<file path="config.mk">
export PLATFORM = sky130hd
export DESIGN_NAME = if_stage_pipe
export DESIGN_NICKNAME = d
export VERILOG_FILES = /design/src/rtl/if_stage_pipe.sv
export SDC_FILE = /design/constraint.sdc
export NUM_CORES = 1
export LEC_CHECK = 0
export ABC_AREA = 1
export BUFFER_PORTS_ARGS = -buffer_cell sky130_fd_sc_hd__clkbuf_2
export CAP_MARGIN = 20
export CORE_UTILIZATION = 43
export CTS_CLUSTER_SIZE = 20
export DETAILED_ROUTE_END_ITERATION = 10
export GPL_ROUTABILITY_DRIVEN = 1
export PLACE_DENSITY = 0.87
export SYNTH_ARGS = -nofsm -noshare
export SYNTH_HDL_FRONTEND = slang
export SYNTH_SLANG_ARGS = --single-unit
</file>
<file path="constraint.sdc">
create_clock -name clk -period 1.2 [get_ports clk]
set_input_delay 0.3 -clock clk [delete_from_list [all_inputs] [get_ports clk]]
set_output_delay 0.3 -clock clk [all_outputs]
set_load 0.03 [all_outputs]
</file>
<file path="src/rtl/if_stage_pipe.sv">
// if_stage_pipe: instruction-fetch stage with its program counter and the IF/ID
// pipeline register (PR1). The PC and IF/ID register each have their own
// write enable, so the hazard unit can stall them separately. A downstream
// redirect overrides both stalls: it loads a new PC and flushes IF/ID to a bubble.
// Optional feature macro: STALL_COUNT_EN adds a saturating 16-bit stall counter
// and the stall_count output port.
module if_stage_pipe #(
    parameter int PC_WIDTH    = 12,
    parameter int INSTR_WIDTH = 19
) (
    input  logic                   clk,
    input  logic                   rst,
    input  logic                   PC_write_en,
    input  logic                   PR1_IF_ID_write_en,
    input  logic                   redirect,
    input  logic [PC_WIDTH-1:0]    redirect_target,
    output logic [PC_WIDTH-1:0]    imem_addr,
    input  logic [INSTR_WIDTH-1:0] imem_data,
    output logic [INSTR_WIDTH-1:0] PR1_instr,
    output logic [PC_WIDTH-1:0]    PR1_pc_plus1,
    output logic                   PR1_valid,
    output logic [4:0]             PR1_opcode,
    output logic [2:0]             PR1_rd,
    output logic [2:0]             PR1_rs,
    output logic [2:0]             PR1_rt
`ifdef STALL_COUNT_EN
    ,
    output logic [15:0]            stall_count
`endif
);

    localparam logic [PC_WIDTH-1:0] PC_ONE = {{(PC_WIDTH-1){1'b0}}, 1'b1};

    logic [PC_WIDTH-1:0]    pc_reg;
    logic [PC_WIDTH-1:0]    pc_next;
    logic [PC_WIDTH-1:0]    pc_plus1;
    logic [INSTR_WIDTH-1:0] instr_reg;
    logic [INSTR_WIDTH-1:0] instr_next;
    logic [PC_WIDTH-1:0]    pc_plus1_reg;
    logic [PC_WIDTH-1:0]    pc_plus1_next;
    logic                   valid_reg;
    logic                   valid_next;

    // Incrementer wraps naturally modulo 2^PC_WIDTH.
    assign pc_plus1  = pc_reg + PC_ONE;
    assign imem_addr = pc_reg;

    // Next-PC selection: redirect beats a stall, a stall holds the PC.
    always_comb begin
        pc_next = pc_reg;
        if (redirect) begin
            pc_next = redirect_target;
        end else if (PC_write_en) begin
            pc_next = pc_plus1;
        end
    end

    // IF/ID next value: redirect flushes to a bubble, otherwise load or hold.
    always_comb begin
        instr_next    = instr_reg;
        pc_plus1_next = pc_plus1_reg;
        valid_next    = valid_reg;
        if (redirect) begin
            instr_next    = '0;
            pc_plus1_next = '0;
            valid_next    = 1'b0;
        end else if (PR1_IF_ID_write_en) begin
            instr_next    = imem_data;
            pc_plus1_next = pc_plus1;
            valid_next    = 1'b1;
        end
    end

    // PC and IF/ID state registers, cleared immediately by reset.
    always_ff @(posedge clk or negedge rst) begin
        if (!rst) begin
            pc_reg       <= '0;
            instr_reg    <= '0;
            pc_plus1_reg <= '0;
            valid_reg    <= 1'b0;
        end else begin
            pc_reg       <= pc_next;
            instr_reg    <= instr_next;
            pc_plus1_reg <= pc_plus1_next;
            valid_reg    <= valid_next;
        end
    end

    assign PR1_instr    = instr_reg;
    assign PR1_pc_plus1 = pc_plus1_reg;
    assign PR1_valid    = valid_reg;

    // Field decode straight off the IF/ID register; no extra pipeline delay.
    assign PR1_opcode = instr_reg[18:14];
    assign PR1_rd     = instr_reg[13:11];
    assign PR1_rs     = instr_reg[10:8];
    assign PR1_rt     = instr_reg[7:5];

`ifdef STALL_COUNT_EN
    logic [15:0] stall_count_reg;
    logic [15:0] stall_count_next;

    // A stall cycle is one where the PC is held and no redirect is pending.
    always_comb begin
        stall_count_next = stall_count_reg;
        if (!PC_write_en && !redirect && (stall_count_reg != 16'hFFFF)) begin
            stall_count_next = stall_count_reg + 16'd1;
        end
    end

    // Stall counter register; only reset clears it.
    always_ff @(posedge clk or negedge rst) begin
        if (!rst) begin
            stall_count_reg <= '0;
        end else begin
            stall_count_reg <= stall_count_next;
        end
    end

    assign stall_count = stall_count_reg;
`endif

endmodule
</file>
# [Yosys cells after proc, flatten, opt, wreduce, memory -nomap -nowiden]
# Cells that the tools add are included.
[op_classes] n_addsub=1 mul=0 div=0 magnitude_cmp=0 n_eq_ne=0 shift=0 muxes=8 bitwise_logic=0 reduce_logical=2
[ops] cell="$mux 12" count=4
[ops] cell="$mux 19" count=2
[ops] cell="$add 12x1->12 const B" count=1
[ops] cell="$reduce_bool 2->1" count=2
[ops] cell="$mux 1" count=2
[totals] regBits=44 latch_bits=0 ram_bits=0 rom_bits=0 in_bits=36 output_inout_bits=58 word_cells=15 n_memories=0

# [Longest topological paths before layout]
# Gate-level depths: netlist of the first run.
[logic_depth] word_depth=3 depth_mapped=7 depth_no_buf=7

# [Worst setup path after synthesis of the first run]
# No wires, ideal clock.
[synth_timing] kind="reg-to-reg" start="register pc_reg[1], in the netlist imem_addr[1]" end="register pc_reg[8], in the netlist imem_addr[8]" setup_time_ps=126 t_arrival_ps=1297 required_time_ps=1074 path_slack_ps=-223 path_stages_with_launch=7 path_buffers=0 period_less_slack_ps=1423 path_cell_list="dfrtp_1 ha_1 nand2_2 nor2_4 nand3_1 nand3_1 o21bai_1"
[synth_between] elab_chain_len=3
[synth_rtl] item="from (decl)" line_no="34" text="logic [PC_WIDTH-1:0] pc_reg;"
[synth_rtl] item="from (signal assigned)" line_no="82" text="pc_reg <= pc_next;"
[synth_rtl] item="$add 12x1->12" line_no="45" text="assign pc_plus1 = pc_reg + PC_ONE;"
[synth_rtl] item="$mux 12" line_no="53" text="end else if (PC_write_en) begin"
[synth_rtl] item="$mux 12" line_no="51" text="if (redirect) begin"
# No other way between the ends. The select of a mux whose other input is x is not followed.
# A chain may end at the register's enable or synchronous reset.

# [Final worst setup path of the first run]
[layout_timing] start="register pc_reg[1], in the netlist imem_addr[1]" end="register pc_reg[11], in the netlist imem_addr[11]"
# Same word-level chain as after synthesis.

==> results of run 1 <==
[sequential cells by signal (all words and copies together), names as in the netlist]
register	cells
PR1_instr	19
PR1_pc_plus1	12
PR1_valid	1
imem_addr	12
[worst register-to-register path, stage by stage (launching register included)]
cell,delay [ps]
dfrtp_2,450
nand2_2,100
nor2_4,250
nand3_2,110
nand2_1,90
nand2_2,60
nand3_1,70
nand2_1,60
[cells in the mapped netlist]
master / instances / area (um^2)
buf_2: 6 / 30.0
ha_1: 1 / 12.5
clkbuf_1: 4 / 15.0
inv_2: 1 / 3.75
dfrtp_1: 44 / 1100
nor2_4: 4 / 45.0
nand3_1: 30 / 150
a21oi_1: 5 / 25.0
nand2_2: 3 / 18.8
nor2_1: 7 / 26.3
nand2_1: 82 / 308
inv_1: 13 / 48.8
o21bai_1: 3 / 22.5
buf_4: 14 / 105
a22oi_1: 8 / 60.1
buf_6: 2 / 22.5
o21ai_0: 11 / 55.1
nand3_2: 2 / 20.0
o21ai_1: 6 / 30.0
nand4_1: 6 / 37.5
o211ai_1: 3 / 22.5
[cells by family (layout without fill, tap and decap cells)]
logic type / after synthesis / count (layout) / share of synthesized area
DFF: 44 / 44 / 0.510
and+or+nand+nor: 134 / 134 / 0.280
buffers and inverters: 40 / 148 / 0.104
adders and majority gates: 1 / 1 / 0.00579
AOI/OAI and AO/OA: 36 / 36 / 0.0996
[timing repair]
action / in CTS / in global routing
pin swaps: 2 / 6
endpoints found under the setup margin: 27 / 71
hold endpoints to repair: 44 / 0
resized for setup: 34 / 125
setup buffers: 10 / 12
hold buffers: 1 / 0
[path summary, 6_finish.rpt]
| kind | from | end | slack [ps] |
|---|---|---|---|
| max in group asynchronous | rst | imem_addr[7]$_DFFE_PN0P_ | 430 |
| worst max-delay path | imem_addr[1]$_DFFE_PN0P_ | imem_addr[11]$_DFFE_PN0P_ | -90 |
| worst min-delay path | imem_data[1] | PR1_instr[1]$_DFFE_PN0P_ | 230 |
| min in group asynchronous | rst | imem_addr[6]$_DFFE_PN0P_ | 520 |
| worst min register to register | PR1_pc_plus1[5]$_DFFE_PN0P_ | PR1_pc_plus1[5]$_DFFE_PN0P_ | 480 |
| worst max register to register | imem_addr[1]$_DFFE_PN0P_ | imem_addr[11]$_DFFE_PN0P_ | -90 |
[cell type report]
class / instances / area [um^2]
repair buffers: 126 / 995
inverters: 14 / 52.6
clock buffers: 7 / 96.3
flip-flops and latches: 44 / 1110
multi-input cells: 171 / 915
well taps: 67 / 83.8
fillers: 366 / 1500
clock inverters: 1 / 30.0
[through the flow]
stage	util	setup WS, ps
after floorplan	-	-29.3
after detailed placement	0.558	-4.93
after global routing	0.686	-168
after global placement	0.558	46.4
after CTS	0.628	-56.9
final	0.686	-85.3
[power by group]
part | leakage, nW | internal [mW] | total, mW | switching [mW]
combinational | 1.11 | 0.501 | 1.20 | 0.696
clock | 0.0645 | 0.735 | 1.24 | 0.501
sequential | 0.560 | 1.61 | 1.76 | 0.150
[metal layers]
layer,up-vias,wire length (um),GRT usage
met5,-,0,0
met4,0,182,0.129
met3,21,328,0.0663
met2,100,3360,0.387
met1,1025,2660,0.308
li1,1040,-,-
==> results by group, run 1 <==
Status
  • Status: finished, violations left
  • Failing checks: negative setup slack

Clock network
  • CTS max path bufs: 2
  • CTS tree: yes
  • Clock-pin transition on the worst setup and hold timing paths: 80 ps
  • Root Buffer: clkbuf_8
  • Number of H-tree levels: 2
  • CTS Buf Count: 5
  • Skew-Pair Late Insertion Delay: 300 ps
  • Clock sinks: 44

STA
  • Final setup TNS: -987 ps
  • Minimum clock period: 1290 ps
  • Final Hold Viols: 0
  • Setup Skew: 6.14 ps
  • Slew HR: 0.791
  • Final Slew Violations: 0
  • Final Hold Slack: 226 ps
  • Worst-Margin Slew: 311 ps
  • Max Freq: 778 MHz
  • Fin crit share: 1.07
  • Final Setup Violations: 27
  • RSZ-0062 raised after global routing: true
  • Setup slack after layout: -85.3 ps

Detailed routing
  • DR vias: 2186
  • Residual DRC: 0
  • Drt first pass iters: 4
  • Iteration-0 DRC Markers: 128
  • Via density: 5.08
  • Total Wirelength: 6.53 mm
  • Detail Route Antenna Nets: 0
  • Per-cell routed wire length: 15.2 um

Cells and area
  • Fin nets: 399
  • Most common cell after layout, fill and taps aside: nand2_1
  • Ant diodes: 0
  • Share of layout cells above drive strength 1: 0.455
  • Non-Filler Instances: 430
  • Design area: 3280 um^2
  • Area Overhead vs Synth: 52.1%
  • Most frequent cells in the layout: 80 x nand2_1, 42 x clkbuf_2, 40 x buf_4, 35 x dfrtp_1, 25 x nand3_1

Hold path
  • Hold Crit Depth: 3
  • Hold crit path type: in -> reg

Die
  • Die height: 72.9 um
  • Initial Util: 0.451
  • Site Rows: 25
  • Die area: 5310 um^2
  • Die Span X: 72.9 um
  • Core area: 4790 um^2
  • I/O pin count: 94

Logic synthesis
  • Cell area after synthesis: 2160 um^2
  • Syn_nets: 292
  • Yosys Warn Count: 0
  • Syn Inst Count: 255
  • Register area share after synthesis: 0.510
  • Synth unique cells: 21
  • Seq cells post-synth: 44
  • Mean Syn Cell Area: 8.47 um^2

Placement
  • I/O Buffers: 93
  • Post-DP HPWL: 3.98 mm
  • Inst Count DP: 399
  • Placed cell areas: 2670 um^2
  • RD Place Congestion: 0.911

Global routing
  • Total gr overflow: 0
  • Initial antenna violation count: 0
  • First-pass GRT wire length: 9.73 mm
  • Number of global-route vias before repair: 1975
  • Gr usage total: 0.245
  • Largest net degree at the start of global routing: 45

Worst setup path
  • Family with the most delay on the worst path: simple AND/OR/NAND/NOR gates
  • CP Class: reg -> reg
  • Crit path DAT: 1470 ps
  • Critical path buffers and inverters: 0
  • CP Cell Sequence: nand2_2 -> nor2_4 -> nand3_2 -> nand2_1 -> nand2_2 -> nand3_1 -> nand2_1
  • WP depth: 7
  • R2R depth: 7
  • CP Max Fanout: 8
  • Slowest CP cell: dfrtp_2
  • CP Capture Type: flop
  • Critical Path Source Type: flop
  • Req. time, crit path: 1380 ps
  • Crit path largest cell delay: 450 ps

Job
  • Max-Cap Viols: 0

Power and ir drop
  • Max VDD drop: 0.000789 V
  • Pleak: 1.74 nW
  • Power Density: 1280 nW/um^2
  • PnR Total Power: 4.19 mW
Power figures use the tool's default switching activity.
==> inputs of run 2 (changes only) <==
--- a/config.mk
+++ b/config.mk
@@ -13,6 +13,7 @@
 export DETAILED_ROUTE_END_ITERATION = 10
 export GPL_ROUTABILITY_DRIVEN = 1
 export PLACE_DENSITY = 0.87
+export SETUP_SLACK_MARGIN = 0.1
 export SYNTH_ARGS = -nofsm -noshare
 export SYNTH_HDL_FRONTEND = slang
 export SYNTH_SLANG_ARGS = --single-unit
==> run 2 against run 1 <==
The run still ends with negative setup slack left. Total power rose by 8.5%. Count of clock-buffer cells in the layout unchanged. Hold slack got worse by 8.1 ps. Clock power about the same. Critical endpoint is now PR1_pc_plus1[6]$_DFFE_PN0P_.
==> results by group, run 2 (synthesis results as in run 1) <==
Hold path
  • Hold path start: imem_data[14]
  • Hold Crit Depth: 3 (unchanged)
  • Hold crit path type: in -> reg
  • Hold endpoint: PR1_instr[14]$_DFFE_PN0P_

STA
  • RSZ-0062 raised after global routing: true
  • Final Hold Viols: 0 (unchanged)
  • Final setup TNS: -2190 ps (-1200 ps)
  • Setup slack after layout: -213 ps (-128 ps)
  • Final Slew Violations: 0 (unchanged)
  • Slew HR: 0.837 (+0.0459)
  • Worst-Margin Slew: 245 ps (-65.9 ps)
  • Setup Skew: 8.89 ps (+2.75 ps)
  • Max Freq: 708 MHz (-9.0%)
  • Minimum clock period: 1410 ps (+128 ps)
  • Fin crit share: 1.18 (+0.106)
  • Final Setup Violations: 38 (+41%)
  • Final Hold Slack: 218 ps (-8.13 ps)

Worst setup path
  • Crit path DAT: 1640 ps (+170 ps)
  • Setup slack, reg-to-reg: -210 ps (-130 ps)
  • CP Capture Type: flop
  • CP Class: reg -> reg
  • Family with the most delay on the worst path: flip-flops
  • Crit path largest cell delay: 480 ps (+30 ps)
  • Critical path buffers and inverters: 1 (+1)
  • CP Max Fanout: 5 (-3)
  • R2R depth: 7 (unchanged)
  • Worst R2R Start: imem_addr[0]$_DFFE_PN0P_
  • Req. time, crit path: 1420 ps (+40 ps)
  • Top cell by count, worst path: nand2_4
  • CP Cell Sequence: ha_4 -> nand2_4 -> nor2_4 -> buf_4 -> nand2_4 -> nand3_4 -> o21ai_2
  • Slowest CP cell: dfrtp_2
  • Critical Path Source Type: flop
  • Worst R2R End: PR1_pc_plus1[6]$_DFFE_PN0P_

Cells and area
  • Share of layout cells above drive strength 1: 0.529 (+0.0743)
  • Area Overhead vs Synth: 76.3%
  • Most common cell after layout, fill and taps aside: nand2_1
  • Final Core Density: 0.796 (+0.109)
  • Max reg flops: 19 (unchanged)
  • Non-Filler Instances: 449 (+4.4%)
  • Most frequent cells in the layout: 78 x nand2_1, 56 x buf_8, 46 x buf_4, 35 x clkbuf_2, 27 x dfrtp_1
  • Design area: 3810 um^2 (+16%)
  • Ant diodes: 0 (unchanged)
  • Fin nets: 418 (+4.8%)

Status
  • Status: finished, violations left
  • Failing checks: negative setup slack

Clock network
  • Clock sinks: 44 (unchanged)
  • CTS max path bufs: 2 (unchanged)
  • Root Buffer: clkbuf_8
  • CTS Buf Count: 5 (unchanged)
  • Clock-pin transition on the worst setup and hold timing paths: 90 ps (about the same)
  • CTS tree: yes
  • Number of H-tree levels: 2 (unchanged)
  • Skew-Pair Late Insertion Delay: 300 ps (about the same)

Global routing
  • Initial antenna violation count: 0 (unchanged)
  • First-pass GRT wire length: 10.8 mm (+11%)
  • Total gr overflow: 0 (unchanged)
  • Largest net degree at the start of global routing: 45 (unchanged)
  • Number of global-route vias before repair: 2242 (+14%)
  • Gr usage total: 0.274 (+0.0289)

Die
  • Site Rows: 25 (unchanged)
  • Core area: 4790 um^2 (unchanged)
  • Initial Util: 0.451 (unchanged)
  • Die height: 72.9 um (unchanged)
  • I/O pin count: 94 (unchanged)
  • Die area: 5310 um^2 (unchanged)
  • Die Span X: 72.9 um (unchanged)

Placement
  • I/O Buffers: 93 (unchanged)
  • Placed cell areas: 2680 um^2 (+0.52%)
  • Placement Setup Slack: 3.67 ps (+8.60 ps)
  • RD Place Congestion: 0.844 (-7.4%)
  • Post-DP HPWL: 4.10 mm (+2.9%)
  • Inst Count DP: 402 (+0.75%)

Power and ir drop
  • Power Density: 1190 nW/um^2 (-6.4%)
  • Internal power: 3.07 mW (+7.9%)
  • Clock share of power: 0.280 (-0.015)
  • Combinational group share of total power: 0.324 (+0.038)
  • Psw: 1.48 mW (+9.6%)
  • Max VDD drop: 0.000643 V (-18%)
  • Sw Share: 0.325 (+0.00339)
  • Pleak: 1.93 nW (+11%)
  • Sequential Power Share: 0.396 (-0.023)
  • PnR Total Power: 4.55 mW (+8.5%)

Detailed routing
  • Residual DRC: 0 (unchanged)
  • Detail Route Antenna Nets: 0 (unchanged)
  • Iteration-0 DRC Markers: 193 (+51%)
  • DR vias: 2417 (+11%)
  • Per-cell routed wire length: 17.1 um (+12%)
  • Total Wirelength: 7.66 mm (+17%)
  • Drt first pass iters: 4 (unchanged)
  • Via density: 5.38 (+5.9%)

Job
  • Max-Cap Viols: 0 (unchanged)
[run 2: changes by cell type in the layout (fill, tap and decap cells not counted), moves of 5 or more]
cell | before | now
buf_2 | 10 | 0
buf_4 | 40 | 46
buf_6 | 21 | 4
buf_8 | 8 | 56
clkbuf_2 | 42 | 35
dfrtp_1 | 35 | 27
dfrtp_2 | 9 | 17
o21ai_0 | 7 | 2
[run 2: final cells by class]
type                    count  area (um^2)
fillers                   275          978
multi-input cells         171          958
inverters                  14         52.6
well taps                  67         83.8
repair buffers            145         1460
flip-flops and latches     44         1120
clock buffers               7         96.3
clock inverters             1         30.0
[run 2: what timing repair did]
action                                  in CTS  in global routing
endpoints found under the hold margin       44                  0
hold buffers                                 1                  0
buffers inserted                            19                 19
pin swaps                                    7                 12
resized for setup                          121                 92
endpoints found under the setup margin      77                 80
[run 2: metal layers]
metal | track usage | vias up | wire, um
li1 | - | 1081 | -
met1 | 0.343 | 1157 | 2800
met2 | 0.449 | 138 | 3990
met3 | 0.0566 | 41 | 512
met4 | 0.142 | 0 | 363
met5 | 0 | - | 0
[run 2: how the worst max path moves through the flow]
stage	endpoint	slack [ps]	startpoint	cells after the start
2_1_floorplan	imem_addr[8]$_DFFE_PN0P_	-20	imem_addr[1]$_DFFE_PN0P_	7
3_3_place_gp	imem_addr[10]$_DFFE_PN0P_	40	imem_addr[1]$_DFFE_PN0P_	7
3_5_place_dp	imem_addr[10]$_DFFE_PN0P_	4	imem_addr[1]$_DFFE_PN0P_	7
4_1_cts	imem_addr[2]	-40	imem_addr[2]$_DFFE_PN0P_	1
5_1_grt	PR1_pc_plus1[6]$_DFFE_PN0P_	-230	imem_addr[0]$_DFFE_PN0P_	7
6_report	PR1_pc_plus1[6]$_DFFE_PN0P_	-210	imem_addr[0]$_DFFE_PN0P_	7
[run 2: power by group through the flow]
stage	sequential [mW]	combinational [mW]	clock, mW
2_1_floorplan	1.99	0.366	0
3_3_place_gp	1.76	0.886	0
3_5_place_dp	1.76	0.904	0
4_1_cts	1.74	1.24	1.26
5_1_grt	1.81	1.55	1.34
6_report	1.80	1.47	1.27
[run 2: tightest hold or removal path, delay by kind of cell]
family	cells	cell delay (ps)
simple gates	2	120
buf+inv	1	80
